`config.mk`:
```
export PLATFORM = sky130hd
export DESIGN_NAME = lcd_gpu_stream
export DESIGN_NICKNAME = d
export VERILOG_FILES = /design/src/rtl/lcd_gpu_pkg.sv /design/src/rtl/lcd_wr_strobe.sv /design/src/rtl/lcd_gpu_stream.sv
export SDC_FILE = /design/constraint.sdc
export NUM_CORES = 1
export LEC_CHECK = 0
export BUFFER_PORTS_ARGS = -buffer_cell sky130_fd_sc_hd__buf_2
export CELL_PAD_IN_SITES_DETAIL_PLACEMENT = 0
export CELL_PAD_IN_SITES_GLOBAL_PLACEMENT = 1
export CORE_MARGIN = 2
export CORE_UTILIZATION = 30
export CTS_BUF_LIST = sky130_fd_sc_hd__clkbuf_2 sky130_fd_sc_hd__clkbuf_4 sky130_fd_sc_hd__clkbuf_8
export DETAILED_ROUTE_END_ITERATION = 10
export GPL_TIMING_DRIVEN = 0
export PLACE_DENSITY = 0.55
export SLEW_MARGIN = 30
export SYNTH_ARGS = -nofsm -noshare
export SYNTH_HDL_FRONTEND = slang
export SYNTH_SLANG_ARGS = --single-unit
export TNS_END_PERCENT = 50
```
`constraint.sdc`:
```
create_clock -name clk -period 6 [get_ports clk]
set_input_delay 1.2 -clock clk [delete_from_list [all_inputs] [get_ports clk]]
set_output_delay 1.2 -clock clk [all_outputs]
set_load 0.005 [all_outputs]
```
`src/rtl/lcd_gpu_pkg.sv`:
```
// Shared types and defaults for the GPU-to-LCD 8080 byte-serial stream.
package lcd_gpu_pkg;

   typedef enum logic [2:0] {
      S_IDLE,
      S_SYNC,
      S_CMD,
      S_PIX_WAIT,
      S_PIX_HI,
      S_PIX_LO
   } state_t;

   localparam logic [7:0]  CMD_RAMWR_DEFAULT = 8'h2C;
   localparam int unsigned N_PIXELS_DEFAULT  = 76800;

endpackage

```
`src/rtl/lcd_wr_strobe.sv`:
```
// 8080 byte-write timing: lcd_wr_n low for WR_CYCLES clocks, then high for WR_CYCLES clocks.
module lcd_wr_strobe #(
   parameter int unsigned WR_CYCLES = 2
) (
   input  logic       clk,
   input  logic       rst_n,
   input  logic       start,
   input  logic [7:0] wr_byte,
   input  logic       rs,
   output logic [7:0] lcd_d,
   output logic       lcd_rs,
   output logic       lcd_wr_n,
   output logic       done
);

   localparam int unsigned    CW   = $clog2(WR_CYCLES + 1);
   localparam logic [CW-1:0]  LAST = CW'(WR_CYCLES - 1);

   logic          active;
   logic [CW-1:0] cnt;

   // start may arrive in the done cycle so consecutive bytes run with no gap
   always_ff @(posedge clk or negedge rst_n) begin
      if (!rst_n) begin
         lcd_d    <= '0;
         lcd_rs   <= 1'b1;
         lcd_wr_n <= 1'b1;
         active   <= 1'b0;
         cnt      <= '0;
      end else if (start) begin
         lcd_d    <= wr_byte;
         lcd_rs   <= rs;
         lcd_wr_n <= 1'b0;
         active   <= 1'b1;
         cnt      <= '0;
      end else if (active) begin
         if (cnt == LAST) begin
            cnt <= '0;
            if (!lcd_wr_n) lcd_wr_n <= 1'b1;
            else           active   <= 1'b0;
         end else begin
            cnt <= cnt + CW'(1);
         end
      end
   end

   assign done = active & lcd_wr_n & (cnt == LAST);

endmodule

```
`src/rtl/lcd_gpu_stream.sv`:
```
// RGB565 valid/ready stream to 8080 LCD bus, each frame prefixed by RAMWR.
// Define LCD_GPU_STREAM_FMARK_SYNC_EN to align frame starts to rising edges of lcd_fmark.
module lcd_gpu_stream
   import lcd_gpu_pkg::*;
#(
   parameter int unsigned N_PIXELS  = N_PIXELS_DEFAULT,
   parameter int unsigned WR_CYCLES = 2,
   parameter logic [7:0]  CMD_RAMWR = CMD_RAMWR_DEFAULT
) (
   input  logic        clk,
   input  logic        rst_n,
   input  logic        enable,
   input  logic [15:0] gpu_data,
   input  logic        gpu_valid,
   output logic        gpu_ready,
   output logic [7:0]  lcd_d,
   output logic        lcd_rs,
   output logic        lcd_wr_n,
   input  logic        lcd_fmark,
   output logic        busy,
   output logic        frame_done
);

   localparam int unsigned CNT_W = $clog2(N_PIXELS + 1);

   state_t           state;
   logic [CNT_W-1:0] cnt;
   logic [7:0]       hold_lo;
   logic             cmd_go;
   logic             hs;
   logic             start;
   logic             wr_done;
   logic             rs;
   logic [7:0]       wr_byte;

`ifdef LCD_GPU_STREAM_FMARK_SYNC_EN
   logic [1:0] fm_sync;
   logic       fm_prev;
   logic       fm_edge;

   always_ff @(posedge clk or negedge rst_n) begin
      if (!rst_n) begin
         fm_sync <= '0;
         fm_prev <= 1'b0;
      end else begin
         fm_sync <= {fm_sync[0], lcd_fmark};
         fm_prev <= fm_sync[1];
      end
   end

   assign fm_edge = fm_sync[1] & ~fm_prev;
`else
   logic unused_fmark;
   assign unused_fmark = lcd_fmark;
`endif

   assign hs = gpu_valid & gpu_ready;

   // High byte is launched on the handshake edge straight from gpu_data, so only the low byte is held
   always_comb begin
      start   = cmd_go | ((state == S_PIX_WAIT) & hs) | ((state == S_PIX_HI) & wr_done);
      rs      = (state != S_CMD);
      wr_byte = CMD_RAMWR;
      if (state == S_PIX_WAIT)    wr_byte = gpu_data[15:8];
      else if (state == S_PIX_HI) wr_byte = hold_lo;
   end

   lcd_wr_strobe #(.WR_CYCLES(WR_CYCLES)) u_strobe (
      .clk      (clk),
      .rst_n    (rst_n),
      .start    (start),
      .wr_byte  (wr_byte),
      .rs       (rs),
      .lcd_d    (lcd_d),
      .lcd_rs   (lcd_rs),
      .lcd_wr_n (lcd_wr_n),
      .done     (wr_done)
   );

   always_ff @(posedge clk or negedge rst_n) begin
      if (!rst_n) begin
         state      <= S_IDLE;
         cnt        <= '0;
         hold_lo    <= '0;
         cmd_go     <= 1'b0;
         gpu_ready  <= 1'b0;
         busy       <= 1'b0;
         frame_done <= 1'b0;
      end else begin
         frame_done <= 1'b0;
         cmd_go     <= 1'b0;
         case (state)
            S_IDLE: if (enable) begin
               busy  <= 1'b1;
`ifdef LCD_GPU_STREAM_FMARK_SYNC_EN
               state <= S_SYNC;
`else
               state  <= S_CMD;
               cmd_go <= 1'b1;
`endif
            end
`ifdef LCD_GPU_STREAM_FMARK_SYNC_EN
            S_SYNC: if (!enable) begin
               state <= S_IDLE;
               busy  <= 1'b0;
            end else if (fm_edge) begin
               state  <= S_CMD;
               cmd_go <= 1'b1;
            end
`endif
            S_CMD: if (wr_done) begin
               cnt       <= CNT_W'(N_PIXELS);
               state     <= S_PIX_WAIT;
               gpu_ready <= 1'b1;
            end
            S_PIX_WAIT: if (hs) begin
               hold_lo   <= gpu_data[7:0];
               gpu_ready <= 1'b0;
               state     <= S_PIX_HI;
            end
            S_PIX_HI: if (wr_done) state <= S_PIX_LO;
            S_PIX_LO: if (wr_done) begin
               cnt <= cnt - CNT_W'(1);
               if (cnt == CNT_W'(1)) begin
                  frame_done <= 1'b1;
                  busy       <= 1'b0;
                  state      <= S_IDLE;
               end else begin
                  state     <= S_PIX_WAIT;
                  gpu_ready <= 1'b1;
               end
            end
            default: begin
               state     <= S_IDLE;
               busy      <= 1'b0;
               gpu_ready <= 1'b0;
            end
         endcase
      end
   end

endmodule

```
Word level (Yosys, flattened, before mapping)
Index checks and enable logic that the tools add are counted.

Logic and storage cells: 85. Input bits: 21. Output and inout port bits: 13. Register bits: 45.

Reductions and logical operators: 12. Mux-type cells: 36. Bitwise logic cells: 9. $add $sub $neg: 2. Equality and inequality tests: 14.

Operator list (count): 2-to-1 mux 17 bit (2); one-hot mux 17 bit (2 select lines) (1); 2-to-1 mux 1 bit (19); == test 17 x 1 -> 1 bit, second input constant (1); subtractor 17 x 1 -> 17 bit, second input constant (1); 2-to-1 mux 8 bit (2); 2-to-1 mux 3 bit (5); one-hot mux 3 bit (5 select lines) (1); != test 2 bit, second input constant (7); AND reduction 5 bit (2); 2-to-1 mux 2 bit (4); == test 3 x 2 -> 1 bit, second input constant (2); == test 3 bit, second input constant (2); nonzero test 2 bit (3); AND 1 bit (5); one-hot mux 1 bit (4 select lines) (1); AND reduction 2 bit (2); AND reduction 4 bit (1); logical NOT 3 bit (1); != test 3 x 2 -> 1 bit, second input constant (1); one-hot mux 1 bit (3 select lines) (1); AND reduction 3 bit (1); OR reduction 3 bit (1); adder 2 x 1 -> 2 bit, second input constant (1); other kinds (4) (6).

Longest topological paths before layout
Gate-level depths: netlist of the first run.

Word-level depth: 6. Mapped depth: 7. Gate-level depth less buffers: 6.

Modules after synthesis
From an unflattened synthesis of the first run, not the netlist that was laid out.

Cells, all modules: 202. Area total of the unflattened synthesis: 2273.4 um^2.

Modules (own cells, without submodules): lcd_gpu_stream (times used 1, sequential area each 800.8 um^2, area each 1752.9 um^2, cells an instance 170); lcd_wr_strobe (times used 1, sequential area each 327.8 um^2, area each 520.5 um^2, cells an instance 32).

Worst setup path after synthesis of the first run
No wires, ideal clock.

Kind: input port to flip-flop. From: input gpu_valid. To: register u_strobe.lcd_wr_n. Data arrival time: 2208 ps. Path slack: 3732 ps. Cell stages on the path: 4. Path buffers: 1. Required time: 5940 ps. Library setup time: 60 ps. Cells stage by stage: and3_1 > a221oi_1 > clkbuf_1 > o21a_1.

Longest elaborated chain between the ends: 6. Elaborated cells between the ends (all ways): 8. Classes of those cells: 1 x mux; 4 x bitwise; 3 x reduce/logical.

Ends and longest elaborated chain: from (decl) (line lcd_gpu_stream.sv:14) `input logic gpu_valid,`; AND 1 bit * (line lcd_gpu_stream.sv:57) `assign hs = gpu_valid & gpu_ready;`; AND 1 bit * (line lcd_gpu_stream.sv:61) `start = cmd_go | ((state == S_PIX_WAIT) & hs) | ((state == S_PIX_HI) & wr_done);`; bitwise OR 1 bit * (2 in a row) (line lcd_gpu_stream.sv:61); nonzero test 2 bit (no line); AND reduction 2 bit (no line); to (signal assigned) (line lcd_wr_strobe.sv:27) `lcd_wr_n <= 1'b1;`; to (signal assigned) (line lcd_wr_strobe.sv:33) `lcd_wr_n <= 1'b0;`; to (signal assigned) (line lcd_wr_strobe.sv:39) `if (!lcd_wr_n) lcd_wr_n <= 1'b1;`; to (decl) (line lcd_wr_strobe.sv:12) `output logic lcd_wr_n,`.

Every way passes the cells marked *; elsewhere a longest branch is shown, timed or not. A chain may end at the register's enable or synchronous reset.

Worst setup path after layout of the first run
From: input gpu_valid. To: register u_strobe.lcd_d[7].

Longest elaborated chain between the ends: 4.

Ends and longest elaborated chain: AND 1 bit (line lcd_gpu_stream.sv:57); AND 1 bit (line lcd_gpu_stream.sv:61); bitwise OR 1 bit (2 in a row) (line lcd_gpu_stream.sv:61); to (signal assigned) (line lcd_wr_strobe.sv:31) `lcd_d <= wr_byte;`; to (decl) (line lcd_wr_strobe.sv:10) `output logic [7:0] lcd_d,`.

No other way between the ends.

==> out/results.ini, run 1 <==
[synthesis]
synth_largest_area_cell = dfrtp_1
yosys.cell_types.count = 47
seq_area_frac_synth_pct = 50.9
synth.top_cells.by_area = dfrtp_1 (49%), mux2_2 (4.6%), or4_1 (3.7%)
synth_top_flop_cell = dfrtp_1
synth_edf_count = 0
synth.most_common_cell = dfrtp_1
synth_top_cells_by_count = dfrtp_1 (43), nand2_1 (20), o21ai_0 (12)
yosysWarnings = 0
synth_seq_cells = 45
syn_area_per_cell_um2 = 10.3
async_flop_share_pct = 100
synthCells = 215
syn_nets = 238
netlist.area_leader.share_pct = 48.5
synth_area_um2 = 2220

[cts]
post_cts_buffers = 0
cts-buffers-inserted = 5
cts_resized = 0
ctsHoldBuffers = 0
cts_root_buffer = clkbuf_8
cts_htree_levels = 2
cts_tree = done
clock_latency_ps = 300
clockBufferDepth = 2
cts.sinks = 45
clkTransAtPathRegs_ps = 100

[global_route]
antenna_found_initial = 0
grt_pass1_vias = 1795
grt_max_degree = 46
grt.overflow.total = 0
met3_usage_pct = 3.69
grt.busiest_layer = met1
grt_use_met1_pct = 20.7
use_met2_pct = 20.4
grt_pass1_wl_mm = 9.20
grt_use_total_pct = 14.2

[job]
drv_cap = 0

[final_layout]
area_growth_syn_to_layout_pct = 18.2
fin_nets = 277
diodes = 0
final_cell_area_um2 = 2620
sequential_cell_area_um2 = 1130
multiInputGateArea_um2 = 1020
n_fill_cell = 777
drive_gt1_share_pct = 22.4

[detailed_routing]
viasPerCell = 5.02
first_pass_iters = 4
drc = 0
routed_wl_mm = 5.24
drtAntennaViolNets = 0
drt_iter0_markers = 59
routedWlPerCell_um = 14.8
vias = 1776

[placement]
place_congestion = 0.708
place_area_um2 = 2500
numPortBuffers = 32
hpwl_mm = 3.74

[sta]
slew_violations = 0
min_period_ps = 2350
max_slew_margin_pct = 44.0
finalHoldViolCount = 0
fin_crit_sh_pct = 39.2
fin_skew_ps = 8.60
worst_pin_slew_ps = 839
tns_ps = 0
final-setup-viol-count = 0
rsz0062_at_grt = false
max_freq_mhz = 425

[setup_path]
endpoint_kind = flop
crit_arrival_ps = 2580
ff2ff_path_depth = 6
setup.worst_path.start_class = primary input
crit_path_max_incr_delay_ps = 470
worstPathCellList = buf_2, and3_1, a221oi_1, clkbuf_1, nand2_1, o21ai_0
cp_slowest_cell = a221oi_1
cp.required_ps = 6230
r2r_slack_ps = 3710
reg2reg_to = u_strobe.lcd_d[7]
startpoint = gpu_valid
critPathCapture = u_strobe.lcd_d[7]
r2r_start = state[2]
worst-setup-path-type = primary input to flop
path_max_fanout = 10

[outcome]
outcome = completed

[die]
start_util_pct = 30.7
fp.dieW_um = 90.0
core_area_um2 = 7210
dieArea_um2 = 8090
row_count = 31
fp.dieH_um = 90.0
io_pins = 34

[worst_hold_path]
hold_class = flop to flop

[power]
powerDensity_nw_per_um2 = 441
p_leak_nw = 1.10
peakVddDrop_v = 0.000146

-- power by group --
group | internal, W | switching (W)
clock | 0.000127 | 0.000112
sequential | 0.000419 | 0.0000881
combinational | 0.000186 | 0.000222
-- state kept, by name (all words and copies together) (netlist names), 2 cells and up --
register        count
hold_lo             8
state               3
u_strobe.lcd_d      8
cnt                17
u_strobe.cnt        2
-- worst max-delay path, delay by kind of cell --
family,cells,cell delay [ps]
buffers and inverters,2,550
AOI/OAI and AO/OA,2,560
and+or+nand+nor,2,270
-- logic make-up (layout without fill, tap and decap cells) --
group / Yosys count / in the layout / share of synthesized area [%]
simple gates: 82 / 82 / 21.2
compound gates: 58 / 58 / 17.6
flops: 45 / 45 / 50.9
buf+inv: 15 / 55 / 2.93
mux: 10 / 10 / 5.02
xor+xnor: 3 / 3 / 1.19
fa+ha+maj: 2 / 2 / 1.13
-- layout make-up --
| type | instances | share of cell area [%] |
|---|---|---|
| plain buffers | 12 | 2.05 |
| clock buffers | 5 | 2.63 |
| clock inverters | 3 | 1.81 |
| inverters | 3 | 0.430 |
| multi-input cells | 155 | 39.1 |
| flip-flops and latches | 45 | 43.1 |
| well taps | 99 | 4.73 |
| repair buffers | 32 | 6.21 |
-- cells in the final DEF (no fill, tap or decap), types with 2 or more instances in the layout --
cell type,count
mux2_2,9
a21o_1,4
a22oi_1,5
o21ai_0,12
nor2b_1,5
clkbuf_1,10
buf_2,32
and2_1,5
nand2b_1,2
clkbuf_8,5
and3_1,3
nor2_1,11
a21boi_0,2
or4_1,11
ha_1,2
a311oi_1,2
o2111ai_1,2
dfrtp_1,43
a221oi_1,4
inv_1,3
a21oi_1,9
o211ai_1,3
nand2_1,20
xor2_1,3
or3_1,4
dfstp_2,2
o22ai_1,3
o31ai_1,8
nor3b_1,3
nor3_1,4
nand3_1,3
inv_6,2
-- metal layers --
metal,share of wire [%],vias up
li1,-,877
met1,50,863
met2,44,29
met3,4.6,7
met4,1.4,0
met5,0,-
-- worst min-delay path by stage --
stage,startpoint,endpoint,slack (ps),cells past startpoint
floorplan,u_strobe.lcd_d[0],u_strobe.lcd_d[0],470,2
global route,u_strobe.lcd_d[0],u_strobe.lcd_d[0],510,2
CTS,busy,busy,490,1
detailed placement,busy,busy,470,1
finish,u_strobe.lcd_d[0],u_strobe.lcd_d[0],490,2
global placement,busy,busy,460,1
-- per-stage QoR --
stage          setup slack, ps  hold slack, ps  cells  utilization (%)  total power (W)
3_5_place_dp              3280             468    346             34.7         0.000926
5_1_grt                   3480             506    354             36.3          0.00126
6_report                  3650             486    354             36.3          0.00116
2_1_floorplan             3730             473    215                -         0.000781
4_1_cts                   3620             491    354             36.3          0.00117
3_3_place_gp              3260             461    346             34.7         0.000924
Power figures use the tool's default switching activity.
==> run 2: changes to the inputs <==
--- a/config.mk
+++ b/config.mk
@@ -5,6 +5,7 @@
 export SDC_FILE = /design/constraint.sdc
 export NUM_CORES = 1
 export LEC_CHECK = 0
+export ABC_AREA = 1
 export BUFFER_PORTS_ARGS = -buffer_cell sky130_fd_sc_hd__buf_2
 export CELL_PAD_IN_SITES_DETAIL_PLACEMENT = 0
 export CELL_PAD_IN_SITES_GLOBAL_PLACEMENT = 1
@@ -13,7 +14,7 @@
 export CTS_BUF_LIST = sky130_fd_sc_hd__clkbuf_2 sky130_fd_sc_hd__clkbuf_4 sky130_fd_sc_hd__clkbuf_8
 export DETAILED_ROUTE_END_ITERATION = 10
 export GPL_TIMING_DRIVEN = 0
-export PLACE_DENSITY = 0.55
+export PLACE_DENSITY = 0.6
 export SLEW_MARGIN = 30
 export SYNTH_ARGS = -nofsm -noshare
 export SYNTH_HDL_FRONTEND = slang
==> constraint.sdc (replaced) <==
create_clock -name clk -period 1.97 [get_ports clk]
set_input_delay 0.394 -clock clk [delete_from_list [all_inputs] [get_ports clk]]
set_output_delay 0.394 -clock clk [all_outputs]
set_load 0.005 [all_outputs]
==> out/results.ini, run 2 <==
[outcome]
outcome = completed

[synthesis]
synth_top_cells_by_count = nand2_1 (101), nor2_1 (56), dfrtp_1 (43)
synth_area_um2 = 2420
seq_area_frac_synth_pct = 46.5
synth_largest_area_cell = dfrtp_1
yosys.cell_types.count = 23
synth_seq_cells = 45
synthCells = 329
synth.top_cells.by_area = dfrtp_1 (44%), nand2_1 (16%), nor2_1 (8.7%)
synth_edf_count = 0
syn_area_per_cell_um2 = 7.37
netlist.area_leader.share_pct = 44.4
syn_nets = 352
synth_top_flop_cell = dfrtp_1
yosysWarnings = 0
synth.most_common_cell = nand2_1
async_flop_share_pct = 100

[die]
dieArea_um2 = 8820
fp.dieH_um = 93.9
fp.dieW_um = 93.9
io_pins = 34
core_area_um2 = 7770
row_count = 32
start_util_pct = 31.2

[global_route]
grt_use_total_pct = 14.9
grt_max_degree = 46
grt_pass1_vias = 2109
antenna_found_initial = 0
grt_pass1_wl_mm = 10.2
grt.overflow.total = 0

[detailed_routing]
drc = 0
drt_iter0_markers = 70
first_pass_iters = 4
drtAntennaViolNets = 0
routedWlPerCell_um = 12.6
routed_wl_mm = 5.95
vias = 2098
viasPerCell = 4.45

[final_layout]
final_common_cell = nand2_1
largest_reg_flops = 17
fin_util_pct = 36.2
top_register = cnt
area_growth_syn_to_layout_pct = 16.1
diodes = 0
drive_gt1_share_pct = 16.3
final_cell_mix = nand2_1 (101), nor2_1 (56), dfrtp_1 (43), inv_1 (39), buf_2 (33)
top_regs = cnt (17), hold_lo (8), u_strobe.lcd_d (8)
fin_nets = 391

[setup_path]
crit_arrival_ps = 1940
setup.worst_path.start_class = flop
endpoint_kind = flop
r2r_slack_ps = 220
worst-setup-path-type = flop to flop
cp.required_ps = 2160
path_max_fanout = 9

[job]
drv_cap = 0

[sta]
max_freq_mhz = 572
min_period_ps = 1750
fin_skew_ps = 12.2
fin_crit_sh_pct = 88.8
final-setup-viol-count = 0
tns_ps = 0
worst_pin_slew_ps = 594
finalHoldViolCount = 0
max_slew_margin_pct = 60.4
rsz0062_at_grt = false
fin_ws_ps = 220
slew_violations = 0

[placement]
hpwl_mm = 4.39
post-place-ws_ps = 209
numPortBuffers = 32
place_congestion = 0.743

[power]
p_int_w = 0.00224
pwr-share-comb_pct = 44.5
powerDensity_nw_per_um2 = 1410
swShare_pct = 43.7
peakVddDrop_v = 0.000520
power_frac_seq_pct = 39.6
p_clk_share_pct = 16.0
p_sw_w = 0.00174
p_leak_nw = 1.50

[cts]
ctsHoldBuffers = 0
cts_tree = done
cts-buffers-inserted = 5
cts_root_buffer = clkbuf_8
clkTransAtPathRegs_ps = 100
cts.sinks = 45
cts_resized = 0
post_cts_buffers = 0
clock_latency_ps = 300
clockBufferDepth = 2
cts_htree_levels = 2

[worst_hold_path]
hold_class = primary input to asynchronous set/reset pin

run 2: cell type report:
cell class	count	area, um2
clock buffers	6	82.6
well taps	102	128
repair buffers	32	163
plain buffers	8	62.6
flip-flops and latches	45	1130
fillers	888	4950
multi-input cells	237	1090
clock inverters	2	17.5
inverters	39	146
run 2: worst max-delay path, stage by stage, from the launching register on:
cell and delay (ps):
dfstp_2 560, nand2_1 70, nor2_1 320, nand3_1 440, nand2_1 190, nor2_1 50
run 2: per-layer routing:
layer,vias up,routed length [um],GRT usage (%)
li1,1116,-,-
met1,954,3100,21.0
met2,22,2640,23.6
met3,6,144,2.81
met4,0,61,3.62
met5,-,0,0
run 2: kinds of logic (layout without fill, tap and decap cells):
logic type                 count (synthesis)  in the layout  share of synthesized area, %
and+or+nand+nor                          205            205                          35.9
buffers and inverters                     47             87                          8.62
DFF                                       45             45                          46.5
AOI/OAI and AO/OA                         26             26                          5.73
muxes                                      4              4                          2.17
adders and majority gates                  2              2                          1.03
run 2: worst paths after layout:
| check | startpoint | endpoint | depth (start not counted) |
|---|---|---|---|
| hold reg to reg | busy | busy | 2 |
| setup reg to reg | u_strobe.lcd_wr_n | cnt[2] | 5 |
| min in group clk | gpu_data[3] | hold_lo[3] | 2 |
| max in group asynchronous | rst_n | cnt[1] | 1 |
| hold / removal | rst_n | u_strobe.lcd_d[4] | 1 |
| setup / recovery | u_strobe.lcd_wr_n | cnt[2] | 5 |
run 2: power by group through the flow:
stage / sequential [W] / clock [W] / combinational (W)
floorplan: 0.00153 / 0 / 0.00129
finish: 0.00157 / 0.000634 / 0.00177
global route: 0.00163 / 0.000697 / 0.00206
global placement: 0.00158 / 0 / 0.00177
detailed placement: 0.00160 / 0 / 0.00179
CTS: 0.00158 / 0.000665 / 0.00180
run 2: metrics by stage:
stage | total power, W | hold slack [ps] | area, um2 | cells
global route | 0.00439 | 129 | 2820 | 471
detailed placement | 0.00339 | 452 | 2720 | 463
floorplan | 0.00282 | 98.4 | 2420 | 329
finish | 0.00398 | 87.5 | 2820 | 471
CTS | 0.00404 | 107 | 2820 | 471
global placement | 0.00336 | 457 | 2710 | 463
==> run 3: changes to the inputs <==
--- a/config.mk
+++ b/config.mk
@@ -10,11 +10,11 @@
 export CELL_PAD_IN_SITES_DETAIL_PLACEMENT = 0
 export CELL_PAD_IN_SITES_GLOBAL_PLACEMENT = 1
 export CORE_MARGIN = 2
-export CORE_UTILIZATION = 30
+export CORE_UTILIZATION = 39
 export CTS_BUF_LIST = sky130_fd_sc_hd__clkbuf_2 sky130_fd_sc_hd__clkbuf_4 sky130_fd_sc_hd__clkbuf_8
 export DETAILED_ROUTE_END_ITERATION = 10
 export GPL_TIMING_DRIVEN = 0
-export PLACE_DENSITY = 0.6
+export PLACE_DENSITY = 0.75
 export SLEW_MARGIN = 30
 export SYNTH_ARGS = -nofsm -noshare
 export SYNTH_HDL_FRONTEND = slang
==> out/results.ini, run 3 (synthesized netlist as in run 2, its figures left out) <==
[global_route]
grt.overflow.total = 0
grt_max_degree = 46
grt_pass1_wl_mm = 9.73
grt_use_total_pct = 17.3
antenna_found_initial = 0
grt_pass1_vias = 2065

[setup_path]
cp_slowest_cell = dfstp_2
reg2reg_to = cnt[3]
cp_num_cells = 5
r2r_slack_ps = 250
setup.worst_path.start_class = flop
crit_path_max_incr_delay_ps = 560
path_max_fanout = 9
endpoint_kind = flop
worst-setup-path-type = flop to flop
r2r_start = u_strobe.lcd_wr_n
cp.required_ps = 2170
ff2ff_path_depth = 5
crit_buf_inv = 0
critical_path.top_delay_family = simple AND/OR/NAND/NOR gates
worstPathCellList = nand2_1, nor2_1, nand3_1, nand2_1, nor2_1
crit_arrival_ps = 1920
critPathCapture = cnt[3]
startpoint = u_strobe.lcd_wr_n

[final_layout]
drive_gt1_share_pct = 16.3
fin_util_pct = 47.0
sequential_cell_area_um2 = 1130
multiInputGateArea_um2 = 1090
fin_nets = 391
diodes = 0
final_cell_mix = nand2_1 (101), nor2_1 (56), dfrtp_1 (43), inv_1 (39), buf_2 (33)
top_regs = cnt (17), hold_lo (8), u_strobe.lcd_d (8)
top_register = cnt
n_fill_cell = 644
final_common_cell = nand2_1
largest_reg_flops = 17
area_growth_syn_to_layout_pct = 15.4

[power]
p_int_w = 0.00233
swShare_pct = 42.4
p_clk_share_pct = 18.2
power_frac_seq_pct = 38.6
powerDensity_nw_per_um2 = 1450
pwr-share-comb_pct = 43.1
p_sw_w = 0.00172
peakVddDrop_v = 0.000681
p_leak_nw = 1.51

[cts]
cts-buffers-inserted = 5
clkTransAtPathRegs_ps = 100
cts_tree = done
clock_latency_ps = 310
ctsHoldBuffers = 0
cts_resized = 0
clockBufferDepth = 2
cts_root_buffer = clkbuf_8
cts_htree_levels = 2
post_cts_buffers = 0
cts.sinks = 45

[sta]
min_period_ps = 1720
finalHoldViolCount = 0
slew_violations = 0
tns_ps = 0
rsz0062_at_grt = false
fin_crit_sh_pct = 87.3
holdWs_ps = 69.5
max_freq_mhz = 581
max_slew_margin_pct = 61.7
worst_pin_slew_ps = 575
final-setup-viol-count = 0
fin_skew_ps = 13.0

[die]
io_pins = 34
start_util_pct = 40.7
row_count = 28
core_area_um2 = 5960
fp.dieW_um = 82.9
fp.dieH_um = 82.9
dieArea_um2 = 6860

[detailed_routing]
viasPerCell = 4.81
drtAntennaViolNets = 0
routedWlPerCell_um = 12.2
drt_iter0_markers = 100
drt-met1-wl_mm = 2.81
met3WireLength_um = 187
vias = 2137
wl_met2_mm = 2.36
routed_wl_mm = 5.43
first_pass_iters = 4
routed.top_layer = met4
drc = 0

[job]
drv_cap = 0

[placement]
place_congestion = 0.787
numPortBuffers = 32
hpwl_mm = 4.03

[worst_hold_path]
hold_class = primary input to asynchronous set/reset pin

[outcome]
outcome = completed

-- run 3: cell count changes in the layout (fill, tap and decap cells not counted) --
cell       delta
bufinv_16     +1
clkbuf_8      -1
clkinv_4      -1
inv_6         +1
-- run 3: per-layer routing --
layer	up-vias	GRT usage, %
li1	1109	-
met1	987	25.2
met2	34	25.8
met3	7	3.88
met4	0	4.92
met5	-	0
-- run 3: layout make-up --
cell class | count | share of cell area (%)
Multi-Input combinational cell | 237 | 38.9
Tap cell | 75 | 3.35
Timing Repair Buffer | 32 | 5.81
Clock buffer | 5 | 2.46
Clock inverter | 3 | 1.70
Inverter | 39 | 5.23
Sequential cell | 45 | 40.3
Buffer | 8 | 2.24
-- run 3: per-stage QoR --
stage | cell area [um2] | setup WS [ps] | std cells | total power, W
after global placement | 2680 | 275 | 436 | 0.00331
final | 2800 | 249 | 444 | 0.00405
after global routing | 2800 | 72.8 | 444 | 0.00448
after CTS | 2800 | 223 | 444 | 0.00410
after detailed placement | 2680 | 267 | 436 | 0.00335
after floorplan | 2420 | 568 | 329 | 0.00282
-- run 3: worst min path at each step --
stage / from / endpoint / cells after the start
after floorplan: rst_n / busy / 0
after global placement: busy / busy / 2
after detailed placement: rst_n / u_strobe.lcd_d[6] / 1
after CTS: rst_n / u_strobe.lcd_d[6] / 1
after global routing: rst_n / u_strobe.lcd_d[6] / 1
final: rst_n / u_strobe.lcd_d[6] / 1
-- run 3: worst reg2reg max path, stage by stage (launching register included) --
cell and delay, ps:
dfstp_2 560, nand2_1 70, nor2_1 320, nand3_1 410, nand2_1 190, nor2_1 50
-- run 3: power groups by stage --
stage	Clock (W)	Combinational, W	Sequential (W)
after floorplan	0	0.00129	0.00153
after global placement	0	0.00174	0.00157
after detailed placement	0	0.00176	0.00158
after CTS	0.000762	0.00177	0.00157
after global routing	0.000806	0.00206	0.00162
final	0.000739	0.00175	0.00156
